**src/rtl/gpio_pkg.sv**
```systemverilog
// Shared definitions for the GPIO bank: register offsets, FSM encoding and widths.
// GPIO_DATA_WIDTH is also used by the SPI-to-APB bridge so both ends agree.
package gpio_pkg;

  localparam int GPIO_DATA_WIDTH = 8;
  localparam int WAIT_CNT_WIDTH  = 4;

  localparam logic [2:0] GPIO_DIR      = 3'h0;
  localparam logic [2:0] GPIO_OUT      = 3'h1;
  localparam logic [2:0] GPIO_IN       = 3'h2;
  localparam logic [2:0] GPIO_IRQ_EN   = 3'h3;
  localparam logic [2:0] GPIO_IRQ_STAT = 3'h4;
  localparam logic [2:0] GPIO_OUT_SET  = 3'h5;
  localparam logic [2:0] GPIO_OUT_CLR  = 3'h6;

  typedef enum logic {
    IDLE   = 1'b0,
    ACCESS = 1'b1
  } gpio_state_e;

  // Offset 7 is the only hole in the low-3-bit map.
  function automatic logic reg_mapped(input logic [2:0] reg_addr);
    return reg_addr != 3'h7;
  endfunction

endpackage

```
**src/rtl/gpio_sync_edge.sv**
```systemverilog
// Two-flop pad synchroniser plus a delay stage that yields a one-cycle pulse
// for every rising edge of the synchronised inputs.
module gpio_sync_edge #(
  parameter int DATA_WIDTH = 8
) (
  input  logic                  pclk,
  input  logic                  resetn,
  input  logic [DATA_WIDTH-1:0] gpio_in,
  output logic [DATA_WIDTH-1:0] sync_out,
  output logic [DATA_WIDTH-1:0] rise
);

  logic [DATA_WIDTH-1:0] sync1;
  logic [DATA_WIDTH-1:0] sync2;
  logic [DATA_WIDTH-1:0] sync2_d;

  always_ff @(posedge pclk or negedge resetn) begin
    if (!resetn) begin
      sync1   <= '0;
      sync2   <= '0;
      sync2_d <= '0;
    end else begin
      sync1   <= gpio_in;
      sync2   <= sync1;
      sync2_d <= sync2;
    end
  end

  assign sync_out = sync2;
  assign rise     = sync2 & ~sync2_d;

endmodule

```
**src/rtl/apb_gpio_bank.sv**
```systemverilog
// APB completer for one GPIO bank: direction/output/interrupt registers,
// synchronised pad inputs and a registered level interrupt on rising edges.
module apb_gpio_bank
  import gpio_pkg::*;
#(
  parameter int DATA_WIDTH  = GPIO_DATA_WIDTH,
  parameter int ADDR_WIDTH  = 8,
  parameter int WAIT_STATES = 0
) (
  input  logic                  pclk,
  input  logic                  resetn,
  input  logic                  psel,
  input  logic                  penable,
  input  logic                  pwrite,
  input  logic [ADDR_WIDTH-1:0] paddr,
  input  logic [DATA_WIDTH-1:0] pwdata,
  output logic [DATA_WIDTH-1:0] prdata,
  output logic                  pready,
  output logic                  pslverr,
  input  logic [DATA_WIDTH-1:0] gpio_in,
  output logic [DATA_WIDTH-1:0] gpio_out,
  output logic [DATA_WIDTH-1:0] gpio_oe,
  output logic                  irq
);

  localparam logic [WAIT_CNT_WIDTH-1:0] WAIT_LAST = WAIT_CNT_WIDTH'(WAIT_STATES);

  gpio_state_e               state;
  gpio_state_e               next_state;
  logic [WAIT_CNT_WIDTH-1:0] wait_cnt;
  logic [WAIT_CNT_WIDTH-1:0] next_cnt;

  logic [DATA_WIDTH-1:0] dir_reg;
  logic [DATA_WIDTH-1:0] out_reg;
  logic [DATA_WIDTH-1:0] irq_en;
  logic [DATA_WIDTH-1:0] irq_stat;
  logic                  irq_q;

  logic [DATA_WIDTH-1:0] in_sync;
  logic [DATA_WIDTH-1:0] in_rise;

  logic                  access_phase;
  logic [2:0]            reg_addr;
  logic                  unmapped;
  logic                  wr_fire;
  logic [DATA_WIDTH-1:0] stat_clr;
  logic [DATA_WIDTH-1:0] read_mux;

  gpio_sync_edge #(
    .DATA_WIDTH(DATA_WIDTH)
  ) u_sync_edge (
    .pclk    (pclk),
    .resetn  (resetn),
    .gpio_in (gpio_in),
    .sync_out(in_sync),
    .rise    (in_rise)
  );

  assign access_phase = psel & penable;
  assign reg_addr     = paddr[2:0];
  assign unmapped     = ((paddr >> 3) != '0) || !reg_mapped(reg_addr);

  always_ff @(posedge pclk or negedge resetn) begin
    if (!resetn) begin
      state    <= IDLE;
      wait_cnt <= '0;
    end else begin
      state    <= next_state;
      wait_cnt <= next_cnt;
    end
  end

  // The first access cycle is seen while still in IDLE so that zero wait
  // states complete immediately; ACCESS only holds the remaining waits.
  always_comb begin
    next_state = state;
    next_cnt   = wait_cnt;
    case (state)
      IDLE: begin
        if (access_phase && !pready) begin
          next_state = ACCESS;
          next_cnt   = wait_cnt + WAIT_CNT_WIDTH'(1);
        end else begin
          next_cnt   = '0;
        end
      end
      ACCESS: begin
        if (!access_phase || pready) begin
          next_state = IDLE;
          next_cnt   = '0;
        end else begin
          next_cnt   = wait_cnt + WAIT_CNT_WIDTH'(1);
        end
      end
      default: begin
        next_state = IDLE;
        next_cnt   = '0;
      end
    endcase
  end

  always_comb begin
    read_mux = '0;
    case (reg_addr)
      GPIO_DIR:      read_mux = dir_reg;
      GPIO_OUT:      read_mux = out_reg;
      GPIO_IN:       read_mux = in_sync;
      GPIO_IRQ_EN:   read_mux = irq_en;
      GPIO_IRQ_STAT: read_mux = irq_stat;
      default:       read_mux = '0;
    endcase
  end

  always_comb begin
    pready  = access_phase && (wait_cnt == WAIT_LAST);
    pslverr = pready && unmapped;
    prdata  = '0;
    if (pready && !pwrite && !unmapped) begin
      prdata = read_mux;
    end
  end

  assign wr_fire  = pready && pwrite && !unmapped;
  assign stat_clr = (wr_fire && reg_addr == GPIO_IRQ_STAT) ? pwdata : '0;

  always_ff @(posedge pclk or negedge resetn) begin
    if (!resetn) begin
      dir_reg <= '0;
      out_reg <= '0;
      irq_en  <= '0;
    end else if (wr_fire) begin
      case (reg_addr)
        GPIO_DIR:     dir_reg <= pwdata;
        GPIO_OUT:     out_reg <= pwdata;
        GPIO_IRQ_EN:  irq_en  <= pwdata;
        GPIO_OUT_SET: out_reg <= out_reg | pwdata;
        GPIO_OUT_CLR: out_reg <= out_reg & ~pwdata;
        default:      ;
      endcase
    end
  end

  // Applying the rising-edge set after the clear lets a new edge win a collision.
  always_ff @(posedge pclk or negedge resetn) begin
    if (!resetn) begin
      irq_stat <= '0;
      irq_q    <= 1'b0;
    end else begin
      irq_stat <= (irq_stat & ~stat_clr) | in_rise;
      irq_q    <= |(irq_stat & irq_en);
    end
  end

  assign gpio_out = out_reg;
  assign gpio_oe  = dir_reg;
  assign irq      = irq_q;

endmodule

```
**config.mk**
```make
export PLATFORM = sky130hd
export DESIGN_NAME = apb_gpio_bank
export DESIGN_NICKNAME = d
export VERILOG_FILES = /design/src/rtl/gpio_pkg.sv /design/src/rtl/gpio_sync_edge.sv /design/src/rtl/apb_gpio_bank.sv
export SDC_FILE = /design/constraint.sdc
export NUM_CORES = 1
export LEC_CHECK = 0
export BUFFER_PORTS_ARGS = -buffer_cell sky130_fd_sc_hd__buf_2
export CAP_MARGIN = 20
export CORE_MARGIN = 10
export CORE_UTILIZATION = 40
export DETAILED_ROUTE_END_ITERATION = 16
export GPL_TIMING_DRIVEN = 0
export PLACE_DENSITY_LB_ADDON = 0.08
export SETUP_SLACK_MARGIN = 0.1
export SYNTH_ARGS = -nofsm -noshare
export SYNTH_HDL_FRONTEND = slang
export SYNTH_HIERARCHICAL = 1
export SYNTH_SLANG_ARGS = --single-unit
```
**constraint.sdc**
```tcl
create_clock -name pclk -period 2.6 [get_ports pclk]
set_clock_uncertainty 0.2 [all_clocks]
set_input_delay 0.52 -clock pclk [delete_from_list [all_inputs] [get_ports pclk]]
set_output_delay 0.52 -clock pclk [all_outputs]
set_load 0.02 [all_outputs]
```
Word level (Yosys, flattened, before mapping)
Index checks and enable logic that the tools add are counted.
{ "op_classes": {"addsub": 1, "n_mul": 0, "n_div": 0, "n_lt_le_gt_ge": 0, "eq_ne": 7, "n_shift": 0, "muxes": 10, "n_bitwise": 11, "reduce_logical": 23} }
{ "op_table": {"columns": ["operator", "count"], "rows": [
  ["$pmux 8 s5", 1],
  ["$and 8x8->8", 4],
  ["$not 8->8", 3],
  ["$pmux 8 s3", 1],
  ["$mux 8", 2],
  ["$or 8x8->8", 2],
  ["$eq 3x3->1 const B", 3],
  ["$logic_and 1x1->1", 8],
  ["$mux 4", 2],
  ["$pmux 4 s2", 1],
  ["$reduce_bool 8->1", 1],
  ["$reduce_or 8->1", 1],
  ["$eq 3x2->1 const B", 2],
  ["$reduce_and 2->1", 3],
  ["$logic_not 1->1", 5],
  ["$add 4x1->4 const B", 1],
  ["$logic_not 4->1", 1],
  ["$eq 3x1->1 const B", 1],
  ["$logic_not 3->1", 1],
  ["$ne 3x3->1 const B", 1],
  ["$reduce_bool 3->1", 1],
  ["$logic_or 1x1->1", 2],
  ["$mux 1", 2],
  ["$pmux 1 s2", 1],
  ["other kinds (2)", 2]
]} }
{ "totals": {"register_bits": 62, "latchBits": 0, "mem_bits_rw": 0, "mem_bits_ro": 0, "output_inout_bits": 27, "elab_cells": 62, "n_memories": 0} }

Depth between registers and ports, before layout
Gate-level depths: netlist of run 1.
{ "depth": {"depth_word": 10, "mapped_depth": 7} }

By module
The synthesis of run 1 kept the hierarchy.
{ "modules_own_cells": {"columns": ["module", "n_inst", "cells_per_inst", "area_per_inst_um2"], "rows": [
  ["apb_gpio_bank", 1, 200, 2028.2],
  ["gpio_sync_edge", 1, 32, 710.7]
]} }

Worst setup path after synthesis of run 1
Ideal clock, no wire load.
{ "synth_path": {"kind": "reg2out", "startpoint": "reg wait_cnt[0]", "endpoint": "out prdata[0]", "t_arrival_ns": 2.082, "t_required_ns": 1.880, "setup_slack_ns": -0.202, "stages_incl_launch_ff": 7, "path_buffers": 0, "path_cell_list": "dfrtp_1 -> inv_1 -> ha_1 -> or3b_4 -> nor2_1 -> nand4b_1 -> a21oi_1"} }
{ "synth_via": {"elab_chain_len": 5} }
{ "synth_lines": {"columns": ["item", "line", "text"], "rows": [
  ["from (decl)", "apb_gpio_bank.sv:30", "logic [WAIT_CNT_WIDTH-1:0] wait_cnt;"],
  ["from (signal assigned)", "apb_gpio_bank.sv:69", "wait_cnt <= next_cnt;"],
  ["$logic_not 4->1", "apb_gpio_bank.sv:115", "pready = access_phase && (wait_cnt == WAIT_LAST);"],
  ["$logic_and 1x1->1", "apb_gpio_bank.sv:115", null],
  ["net pready", "apb_gpio_bank.sv:18", "output logic pready,"],
  ["$logic_and 1x1->1 (2 in series)", "apb_gpio_bank.sv:118", "if (pready && !pwrite && !unmapped) begin"],
  ["$mux 8", "apb_gpio_bank.sv:118", null],
  ["to (decl)", "apb_gpio_bank.sv:17", "output logic [DATA_WIDTH-1:0] prdata,"]
]} }
The timed path passes the listed nets, and every way through them passes these cells.

Final worst setup path of run 1
{ "layout_path": {"startpoint": "reg wait_cnt[0]", "endpoint": "out prdata[4]"} }
{ "layout_via": {"elab_chain_len": 5} }
{ "layout_lines": {"columns": ["item", "line"], "rows": [
  ["$logic_not 4->1", "apb_gpio_bank.sv:115"],
  ["$logic_and 1x1->1", "apb_gpio_bank.sv:115"],
  ["$logic_and 1x1->1 (2 in series)", "apb_gpio_bank.sv:118"],
  ["$mux 8", "apb_gpio_bank.sv:118"]
]} }
No other way between the ends.

==> flow_summary.yaml, run 1 <==
cells_and_area:
  design.final.nets: 341
  multi_input_area_sq_um: 1320
  storage_element_area_sq_um: 1530
  diodes: 0
  n_fill_cell: 577
  final_cells: 395
  areaGrowthSynthToFinish_pct: 37.1
  drive_above_1_share_pct: 44.8
global_route:
  antenna_found_initial: 0
  grt_pass1_vias: 2203
  grt-ovfl-total: 0
  globalRouteTotalUtil_pct: 14.5
  grt_first_pass_wirelength_um: 11600
  grt_max_degree: 62
die:
  die_width_um: 103
  fp-row-count: 30
  start_util_pct: 40.8
  floorplan.core_area_sq_um: 6720
  die_area_sq_um: 10600
  chipHeight_um: 103
  design.portCount: 56
detailed_routing:
  detail_route.first_pass.iterations: 4
  route.detailed.wl_per_inst_um: 18.4
  drt-vias-per-instance: 5.32
  detailedRoute.firstIterationViolations: 72
  wirelength_um: 7280
  drc: 0
  num_vias: 2101
  detail-route-antenna-nets: 0
timing:
  max_freq_ghz: 0.371
  maxSlewViolCount: 0
  unrepaired_setup_endpoints_after_global_routing: "yes"
  final.setup.worst_slack_ns: -0.0944
  period_minus_slack_ns: 2.69
  setup-violations-final: 9
  max-slew-margin-rel_pct: 48.7
  worst_pin_slew_ns: 0.770
  hold_viol_final: 0
  setup_total_negative_slack_ns: -0.706
  period_share_pct: 104
placed_design:
  place.detailed.instances: 366
  gpl.final_weighted_congestion: 0.754
  io_buffers: 52
  hpwl_um: 4830
logic_synthesis:
  ys_dominant_reg_cell: "sky130_fd_sc_hd__dfrtp_1"
  mappedNetlistNets: 263
  yosys_warnings: 6
  postSynthRegisterBits: 61
  netlist-cell-type-count: 40
  ys_seq_area_share_pct: 55.7
  synth_area_sq_um: 2740
  async_reset_ff_share_pct: 100
  synth_edf_count: 0
  netlist_instances: 232
  post_synth.cell_area_avg_sq_um: 11.8
clock_tree:
  cts_made_buffers: 9
  holdBufCountCts: 0
  worst_skew_pair.late_latency_ns: 0.33
  clk_root_buffer_cell: "sky130_fd_sc_hd__clkbuf_8"
  clock_tree_from_tritoncts: "done"
  clock_sink_count: 61
  clock_tree.htree_level_count: 3
  cts_buffer_depth: 2
  worst_setup_hold_path_clk_slew_ns: 0.07
critical_path:
  depth_of_the_worst_register_to_register_path: 10
  crit_arrival_ns: 1.97
  r2r_start: "wait_cnt[0]"
  worst_setup_end_kind: "primary output"
  worst_setup_path_start_kind: "flip-flop"
  endpoint_required_time_on_the_critical_path_ns: 1.88
  r2r_end: "gpio_out[3]"
  setup.reg_to_reg.worst_slack_ns: 0.02
  category_of_the_most_critical_setup_path: "reg2out"
  critical_path_peak_fanout: 8
run_status:
  violated_checks: "negative setup slack"
  status: "finished with violations"
flow_run:
  drv_cap: 0
pwr:
  p_leak_uw: 0.00174
  power_density_nw_per_um2: 556
  worst_ir_drop_vdd_v: 0.000470
hold_path:
  min_path_type: "in2async"
[cell families (layout without fill, tap and decap cells)]
| family | after synthesis | after routing | synth area share (%) |
|---|---|---|---|
| compound gates | 52 | 52 | 12.1 |
| xor+xnor | 2 | 2 | 0.640 |
| fa+ha+maj | 2 | 2 | 0.914 |
| buf+inv | 21 | 104 | 3.15 |
| flops | 61 | 61 | 55.7 |
| mux | 24 | 24 | 9.96 |
| simple gates | 70 | 70 | 17.5 |
[critical path, stage by stage (launching register included)]
cell and delay [ns]:
sky130_fd_sc_hd__dfrtp_1 0.38, sky130_fd_sc_hd__inv_1 0.06, sky130_fd_sc_hd__ha_1 0.13, sky130_fd_sc_hd__or3b_4 0.39, sky130_fd_sc_hd__nor2_4 0.10, sky130_fd_sc_hd__nand4b_1 0.11, sky130_fd_sc_hd__buf_6 0.20, sky130_fd_sc_hd__a21oi_2 0.14
sky130_fd_sc_hd__buf_6 0.13
[synthesized netlist by cell type (2+ instances only)]
master / number / share of area (%)
sky130_fd_sc_hd__dfrtp_1: 61 / 56
sky130_fd_sc_hd__nor2_1: 22 / 3.0
sky130_fd_sc_hd__a21oi_1: 15 / 2.7
sky130_fd_sc_hd__nand3_1: 13 / 2.4
sky130_fd_sc_hd__a22oi_1: 11 / 3.0
sky130_fd_sc_hd__inv_1: 11 / 1.5
sky130_fd_sc_hd__a211oi_1: 8 / 2.2
sky130_fd_sc_hd__a21o_1: 8 / 2.2
sky130_fd_sc_hd__and3_1: 8 / 1.8
sky130_fd_sc_hd__mux2_1: 8 / 3.3
sky130_fd_sc_hd__mux2_2: 8 / 3.3
sky130_fd_sc_hd__nor2b_4: 8 / 4.0
sky130_fd_sc_hd__o21ai_1: 8 / 1.5
sky130_fd_sc_hd__mux2i_1: 7 / 2.6
sky130_fd_sc_hd__clkbuf_1: 4 / 0.55
sky130_fd_sc_hd__buf_2: 3 / 0.55
sky130_fd_sc_hd__buf_1: 2 / 0.27
sky130_fd_sc_hd__ha_1: 2 / 0.91
sky130_fd_sc_hd__nand2_1: 2 / 0.27
sky130_fd_sc_hd__nand2b_1: 2 / 0.46
sky130_fd_sc_hd__nor4_4: 2 / 1.6
[how the worst max path moves through the flow]
stage	start	to	slack, ns	cells past startpoint
2_1_floorplan	wait_cnt[0]	prdata[0]	-0.03	6
3_3_place_gp	paddr[1]	prdata[3]	-0.68	5
3_5_place_dp	paddr[1]	prdata[2]	-0.59	6
4_1_cts	wait_cnt[0]	prdata[5]	-0.11	8
5_1_grt	wait_cnt[1]	prdata[0]	-0.21	8
6_report	wait_cnt[0]	prdata[4]	-0.09	8
[placed cells by master (no fill, tap or decap), types with 2 or more instances in the layout]
cell / n
sky130_fd_sc_hd__o21ai_2: 3
sky130_fd_sc_hd__buf_4: 12
sky130_fd_sc_hd__nor2_1: 21
sky130_fd_sc_hd__and3_1: 8
sky130_fd_sc_hd__nor4_4: 2
sky130_fd_sc_hd__nand3_1: 12
sky130_fd_sc_hd__mux2_4: 13
sky130_fd_sc_hd__dfrtp_1: 61
sky130_fd_sc_hd__clkbuf_2: 2
sky130_fd_sc_hd__clkbuf_8: 11
sky130_fd_sc_hd__clkinv_2: 2
sky130_fd_sc_hd__a21o_1: 8
sky130_fd_sc_hd__a21oi_1: 7
sky130_fd_sc_hd__mux2i_1: 7
sky130_fd_sc_hd__mux2_2: 3
sky130_fd_sc_hd__a21oi_4: 7
sky130_fd_sc_hd__clkbuf_1: 2
sky130_fd_sc_hd__buf_2: 44
sky130_fd_sc_hd__ha_1: 2
sky130_fd_sc_hd__buf_6: 14
sky130_fd_sc_hd__o21ai_1: 5
sky130_fd_sc_hd__a211oi_1: 6
sky130_fd_sc_hd__nand2_1: 2
sky130_fd_sc_hd__inv_1: 11
sky130_fd_sc_hd__or4_4: 2
sky130_fd_sc_hd__nand2b_1: 2
sky130_fd_sc_hd__bufinv_16: 2
sky130_fd_sc_hd__a22oi_1: 11
sky130_fd_sc_hd__a211oi_2: 2
sky130_fd_sc_hd__buf_8: 2
sky130_fd_sc_hd__nor2b_4: 8
[timing repair]
action                                  in CTS  in global routing
endpoints found under the setup margin      35                 42
pin swaps                                    1                  2
setup buffers                                8                  4
gates resized for setup                     32                 38
gates cloned                                 0                  1
[cell type report]
type,count,share of cell area (%)
clock buffer,12,4.13
inverter,11,1.10
tap,80,2.66
timing repair buffer,67,12.4
multi-input combinational,150,35.2
clock inverter,4,1.87
sequential,61,40.6
buffer,10,1.97
[metal layers]
layer | part of all wire, % | up-vias | routed length [um] | track usage [%]
li1 | - | 984 | - | -
met1 | 46 | 1055 | 3380 | 19.2
met2 | 46 | 53 | 3320 | 21.5
met3 | 6.4 | 9 | 464 | 5.03
met4 | 1.5 | 0 | 108 | 5.45
met5 | 0 | - | 0 | 0
[state kept, by name, summed over array words and instances, names as in the netlist]
| signal | count |
|---|---|
| gpio_out | 8 |
| gpio_oe | 8 |
| u_sync_edge/sync2_d | 8 |
| wait_cnt | 4 |
| u_sync_edge/sync_out | 8 |
| irq_stat | 8 |
| u_sync_edge/sync1 | 8 |
| irq_en | 8 |
| irq | 1 |
[metrics by stage]
step,worst slack [ns],area (sq um),power (uW),util (%),hold slack (ns)
2_1_floorplan,-0.0346,2780,1070,-,0.0244
3_3_place_gp,-0.678,3140,1140,46.7,0.133
5_1_grt,-0.212,3760,2180,55.9,0.0646
6_report,-0.0944,3760,2090,55.9,0.0521
3_5_place_dp,-0.589,3150,1140,46.9,0.135
4_1_cts,-0.109,3540,2110,52.7,0.0659
[report_power, final]
group	leakage [uW]	switching [uW]	total [uW]	internal (uW)
logic	0.000869	89.6	148	58.5
clock network	0.000116	364	953	589
registers	0.000754	14.5	988	974
Power figures use the tool's default switching activity.
==> inputs of run 2 (changes only) <==
--- a/config.mk
+++ b/config.mk
@@ -8,11 +8,12 @@
 export BUFFER_PORTS_ARGS = -buffer_cell sky130_fd_sc_hd__buf_2
 export CAP_MARGIN = 20
 export CORE_MARGIN = 10
-export CORE_UTILIZATION = 40
+export CORE_UTILIZATION = 54
 export DETAILED_ROUTE_END_ITERATION = 16
 export GPL_TIMING_DRIVEN = 0
 export PLACE_DENSITY_LB_ADDON = 0.08
 export SETUP_SLACK_MARGIN = 0.1
+export SKIP_CTS_REPAIR_TIMING = 1
 export SYNTH_ARGS = -nofsm -noshare
 export SYNTH_HDL_FRONTEND = slang
 export SYNTH_HIERARCHICAL = 1
==> run 2 against run 1 <==
Net effect:
- the run ends with negative hold slack, negative setup slack left
- critical path depth stayed put
- power is 5.9% lower
- sequential share of layout area is 3.3 points higher
- first-iteration DRC count is 69% higher
- critical endpoint is now prdata[6]
==> flow_summary.yaml, run 2 (same netlist as run 1, synthesis figures left out) <==
run_status:
  status: "finished with violations"
  violated_checks: "negative hold slack, negative setup slack"
clock_tree:
  worst_skew_pair.late_latency_ns: 0.33
  clock_tree_from_tritoncts: "done"
  cts_buffer_depth: 2
  clk_root_buffer_cell: "sky130_fd_sc_hd__clkbuf_8"
  worst_setup_hold_path_clk_slew_ns: 0.06
  clock_sink_count: 61
  cts_made_buffers: 9
  clock_tree.htree_level_count: 3
placed_design:
  hpwl_um: 4690
  place.detailed.instances: 353
  pre_cts_ws_ns: -0.507
  io_buffers: 52
  placed_area_sq_um: 3150
  gpl.final_weighted_congestion: 0.781
flow_run:
  drv_cap: 0
timing:
  period_minus_slack_ns: 2.75
  period_share_pct: 106
  maxSlewViolCount: 0
  setup-violations-final: 8
  final.setup.worst_slack_ns: -0.147
  max-slew-margin-rel_pct: 60.5
  setup_total_negative_slack_ns: -1.03
  unrepaired_setup_endpoints_after_global_routing: "yes"
  hold_viol_final: 14
  max_freq_ghz: 0.364
  worst_pin_slew_ns: 0.593
  final.hold.worst_slack_ns: -0.00861
global_route:
  grt.met2_usage_pct: 23.6
  busiest_layer: "met2"
  grt-ovfl-total: 0
  grt.met3_usage_pct: 4.53
  globalRouteTotalUtil_pct: 15.7
  grt_first_pass_wirelength_um: 10700
  grt_pass1_vias: 2135
  grt_max_degree: 38
  met1_usage_pct: 20.9
  antenna_found_initial: 0
critical_path:
  worst_setup_path_start_kind: "flip-flop"
  critical_path_peak_fanout: 8
  endpoint_required_time_on_the_critical_path_ns: 1.88
  critical_path.startpoint: "wait_cnt[1]"
  worst_setup_end_kind: "primary output"
  crit_arrival_ns: 2.03
  category_of_the_most_critical_setup_path: "reg2out"
  r2r_start: "wait_cnt[1]"
cells_and_area:
  layout_common_cells: "sky130_fd_sc_hd__dfrtp_1, sky130_fd_sc_hd__buf_2, sky130_fd_sc_hd__nor2_1, sky130_fd_sc_hd__nand3_1"
  final_util_pct: 72.1
  diodes: 0
  layout_commonest_cell: "sky130_fd_sc_hd__dfrtp_1"
  areaGrowthSynthToFinish_pct: 26.8
  design.final.nets: 335
  final_cells: 375
  drive_above_1_share_pct: 38.6
  design_area_sq_um: 3470
detailed_routing:
  drt-vias-per-instance: 5.55
  detailedRoute.firstIterationViolations: 122
  detail_route.first_pass.iterations: 4
  drc: 0
  detail-route-antenna-nets: 0
  wirelength_um: 6530
  route.detailed.wl_per_inst_um: 17.4
  num_vias: 2081
die:
  fp-row-count: 25
  chipHeight_um: 91.2
  die_width_um: 91.2
  die_area_sq_um: 8320
  design.portCount: 56
  start_util_pct: 56.9
  floorplan.core_area_sq_um: 4820
pwr:
  worst_ir_drop_vdd_v: 0.000381
  power_density_nw_per_um2: 566
  p_leak_uw: 0.00165
hold_path:
  min_path_type: "in2async"
==> run 2: worst paths after layout <==
path                                            to  slack [ns]  cells past startpoint
setup / recovery                         prdata[6]       -0.15                      8
hold / removal                         gpio_out[4]      -0.009                      1
setup reg to reg                         irq_en[5]        0.30                      7
hold reg to reg            u_sync_edge/sync_out[3]        0.15                      0
max in group asynchronous              gpio_out[6]        1.61                      2
min in group pclk             u_sync_edge/sync1[5]        0.09                      1
==> run 2: cell type report <==
| cell class | count | area [sq um] |
|---|---|---|
| Timing Repair Buffer | 61 | 390 |
| Fill cell | 356 | 1350 |
| Clock buffer | 11 | 151 |
| Clock inverter | 4 | 47.5 |
| Tap cell | 67 | 83.8 |
| Buffer | 10 | 50.0 |
| Inverter | 11 | 41.3 |
| Sequential cell | 61 | 1530 |
| Multi-Input combinational cell | 150 | 1180 |
==> run 2: where the power goes <==
group	internal [uW]	switching [uW]
clock network	486	354
logic	53.9	82.2
registers	974	15.4
total	1510	451
==> run 2: per-stage QoR <==
stage               hold slack (ns)  total power (uW)
finish                     -0.00861              1970
global placement              0.132              1130
global route                 0.0248              2040
floorplan                    0.0244              1070
detailed placement            0.137              1140
CTS                         0.00343              1970
==> run 2: critical path, stage by stage, from the launching register on <==
cell and delay, ns:
sky130_fd_sc_hd__dfrtp_1 0.40, sky130_fd_sc_hd__inv_1 0.07, sky130_fd_sc_hd__ha_1 0.12, sky130_fd_sc_hd__or3b_4 0.42, sky130_fd_sc_hd__nor2_4 0.11, sky130_fd_sc_hd__nand4b_1 0.12, sky130_fd_sc_hd__buf_6 0.18, sky130_fd_sc_hd__a21oi_2 0.14
sky130_fd_sc_hd__buf_6 0.14
==> run 2: per-layer routing <==
metal / routed length (um) / vias to the layer above
li1: - / 974
met1: 3020 / 1015
met2: 2970 / 77
met3: 410 / 15
met4: 134 / 0
met5: 0 / -
==> inputs of run 3 (changes only) <==
==> constraint.sdc (replaced) <==
create_clock -name pclk -period 2.7 [get_ports pclk]
set_clock_uncertainty 0.2 [all_clocks]
set_input_delay 0.54 -clock pclk [delete_from_list [all_inputs] [get_ports pclk]]
set_output_delay 0.54 -clock pclk [all_outputs]
set_load 0.02 [all_outputs]
==> run 3 against run 2 <==
Net effect:
- the flow finishes with violations (negative setup slack)
- die area stayed put
- combinational power hardly changed
- largest power group unchanged
- sequential share of layout area is 0.53 points lower
- non-clock buffer count stayed put
- via count is 2.1% lower
- sequential power is 3.7% lower
==> flow_summary.yaml, run 3 (same netlist as run 1, synthesis figures left out) <==
cells_and_area:
  layout_commonest_cell: "sky130_fd_sc_hd__dfrtp_1"
  diodes: 0
  areaGrowthSynthToFinish_pct: 28.3
  design.final.nets: 335
  layout_common_cells: "sky130_fd_sc_hd__dfrtp_1, sky130_fd_sc_hd__buf_2, sky130_fd_sc_hd__nor2_1, sky130_fd_sc_hd__nand3_1, sky130_fd_sc_hd__buf_4"
  drive_above_1_share_pct: 41.4
  design_area_sq_um: 3510
detailed_routing:
  detail-route-antenna-nets: 0
  detailedRoute.firstIterationViolations: 153
  route.detailed.wl_per_inst_um: 17.7
  detail_route.first_pass.iterations: 4
  wirelength_um: 6640
  drt-vias-per-instance: 5.42
  drc: 0
  num_vias: 2037
pwr:
  power_frac_seq_pct: 50.4
  p_leak_uw: 0.00166
  report.power.total_uw: 1890
  switching_share_pct: 23.7
  combPwrFrac_pct: 7.2
  power_density_nw_per_um2: 538
  power.clock.fraction_pct: 42.4
  worst_ir_drop_vdd_v: 0.000454
  p_switching_uw: 448
  power.internal_uw: 1440
timing:
  hold_viol_final: 0
  worst_pin_slew_ns: 0.817
  max_freq_ghz: 0.364
  maxSlewViolCount: 0
  max-slew-margin-rel_pct: 45.5
  unrepaired_setup_endpoints_after_global_routing: "yes"
  period_minus_slack_ns: 2.75
  final.setup.worst_slack_ns: -0.0478
  setup-violations-final: 8
  final.hold.worst_slack_ns: 0.0895
  period_share_pct: 102
global_route:
  grt_first_pass_wirelength_um: 10500
  antenna_found_initial: 0
  grt-ovfl-total: 0
  grt_max_degree: 36
  globalRouteTotalUtil_pct: 15.7
  grt_pass1_vias: 2079
flow_run:
  drv_cap: 0
die:
  die_area_sq_um: 8320
  start_util_pct: 56.9
  die_width_um: 91.2
  design.portCount: 56
  chipHeight_um: 91.2
  fp-row-count: 25
  floorplan.core_area_sq_um: 4820
run_status:
  status: "finished with violations"
  violated_checks: "negative setup slack"
placed_design:
  placed_area_sq_um: 3150
  io_buffers: 52
  gpl.final_weighted_congestion: 0.806
  hpwl_um: 4690
hold_path:
  min_path_type: "in2async"
critical_path:
  critical_path_peak_fanout: 8
  worst_setup_path_start_kind: "flip-flop"
  depth_of_the_worst_register_to_register_path: 9
  crit_arrival_ns: 2.01
  category_of_the_most_critical_setup_path: "reg2out"
  worst_setup_end_kind: "primary output"
  endpoint_required_time_on_the_critical_path_ns: 1.96
clock_tree:
  clk_root_buffer_cell: "sky130_fd_sc_hd__clkbuf_8"
  worst_setup_hold_path_clk_slew_ns: 0.07
  clock_tree.htree_level_count: 3
  cts_made_buffers: 9
  cts_buffer_depth: 2
  worst_skew_pair.late_latency_ns: 0.34
  clock_tree_from_tritoncts: "done"
  clock_sink_count: 61
[run 3: cell count changes in the layout (fill, tap and decap cells not counted), moves of 2 or more]
cell,previous run,this run
sky130_fd_sc_hd__mux2_4,0,8
sky130_fd_sc_hd__buf_2,47,45
sky130_fd_sc_hd__mux2_1,8,0
sky130_fd_sc_hd__clkbuf_1,1,3
sky130_fd_sc_hd__buf_4,9,12
[run 3: routing by layer]
metal	up-vias	share of wire [%]	wire length (um)	GRT usage, %
li1	968	-	-	-
met1	1003	47	3110	20.3
met2	58	45	3000	23.2
met3	8	6.6	439	5.35
met4	0	1.3	87	7.18
met5	-	0	0	0
[run 3: layout make-up]
type,instances,area [sq um]
Tap cell,67,83.8
Clock buffer,12,145
Inverter,11,41.3
Buffer,10,56.3
Fill cell,348,1300
Sequential cell,61,1530
Timing Repair Buffer,61,385
Multi-Input combinational cell,150,1230
Clock inverter,4,47.5
[run 3: through the flow]
step                setup TNS, ns  utilization (%)  worst slack [ns]  cells
floorplan                       0                -            0.0454    232
global placement            -4.73             64.8            -0.439    351
detailed placement          -3.65             65.4            -0.431    353
CTS                         -4.54             69.4            -0.591    369
global route                -1.03             73.0            -0.133    376
finish                     -0.259             73.0           -0.0478    376
[run 3: path summary, 6_finish.rpt]
path,start,end,slack (ns)
worst max-delay path,wait_cnt[0],prdata[6],-0.05
worst min-delay path,resetn,gpio_out[3],0.09
worst max register to register,wait_cnt[0],irq_en[4],0.13
worst min register to register,u_sync_edge/sync1[7],u_sync_edge/sync_out[7],0.15
max in group asynchronous,resetn,irq_stat[2],1.58
min in group pclk,gpio_in[3],u_sync_edge/sync1[3],0.10
[run 3: power groups by stage]
stage / logic, uW / clock network (uW) / registers [uW]
floorplan: 56.5 / 0 / 971
global route: 151 / 863 / 954
detailed placement: 129 / 0 / 969
CTS: 129 / 817 / 952
finish: 137 / 801 / 952
global placement: 123 / 0 / 968
[run 3: critical path, stage by stage (launching register included)]
cell and delay (ns):
sky130_fd_sc_hd__dfrtp_1 0.39, sky130_fd_sc_hd__inv_1 0.06, sky130_fd_sc_hd__ha_1 0.13, sky130_fd_sc_hd__or3b_4 0.41, sky130_fd_sc_hd__nor2_4 0.10, sky130_fd_sc_hd__nand4b_1 0.12, sky130_fd_sc_hd__buf_6 0.18, sky130_fd_sc_hd__a21oi_2 0.12
sky130_fd_sc_hd__buf_4 0.15
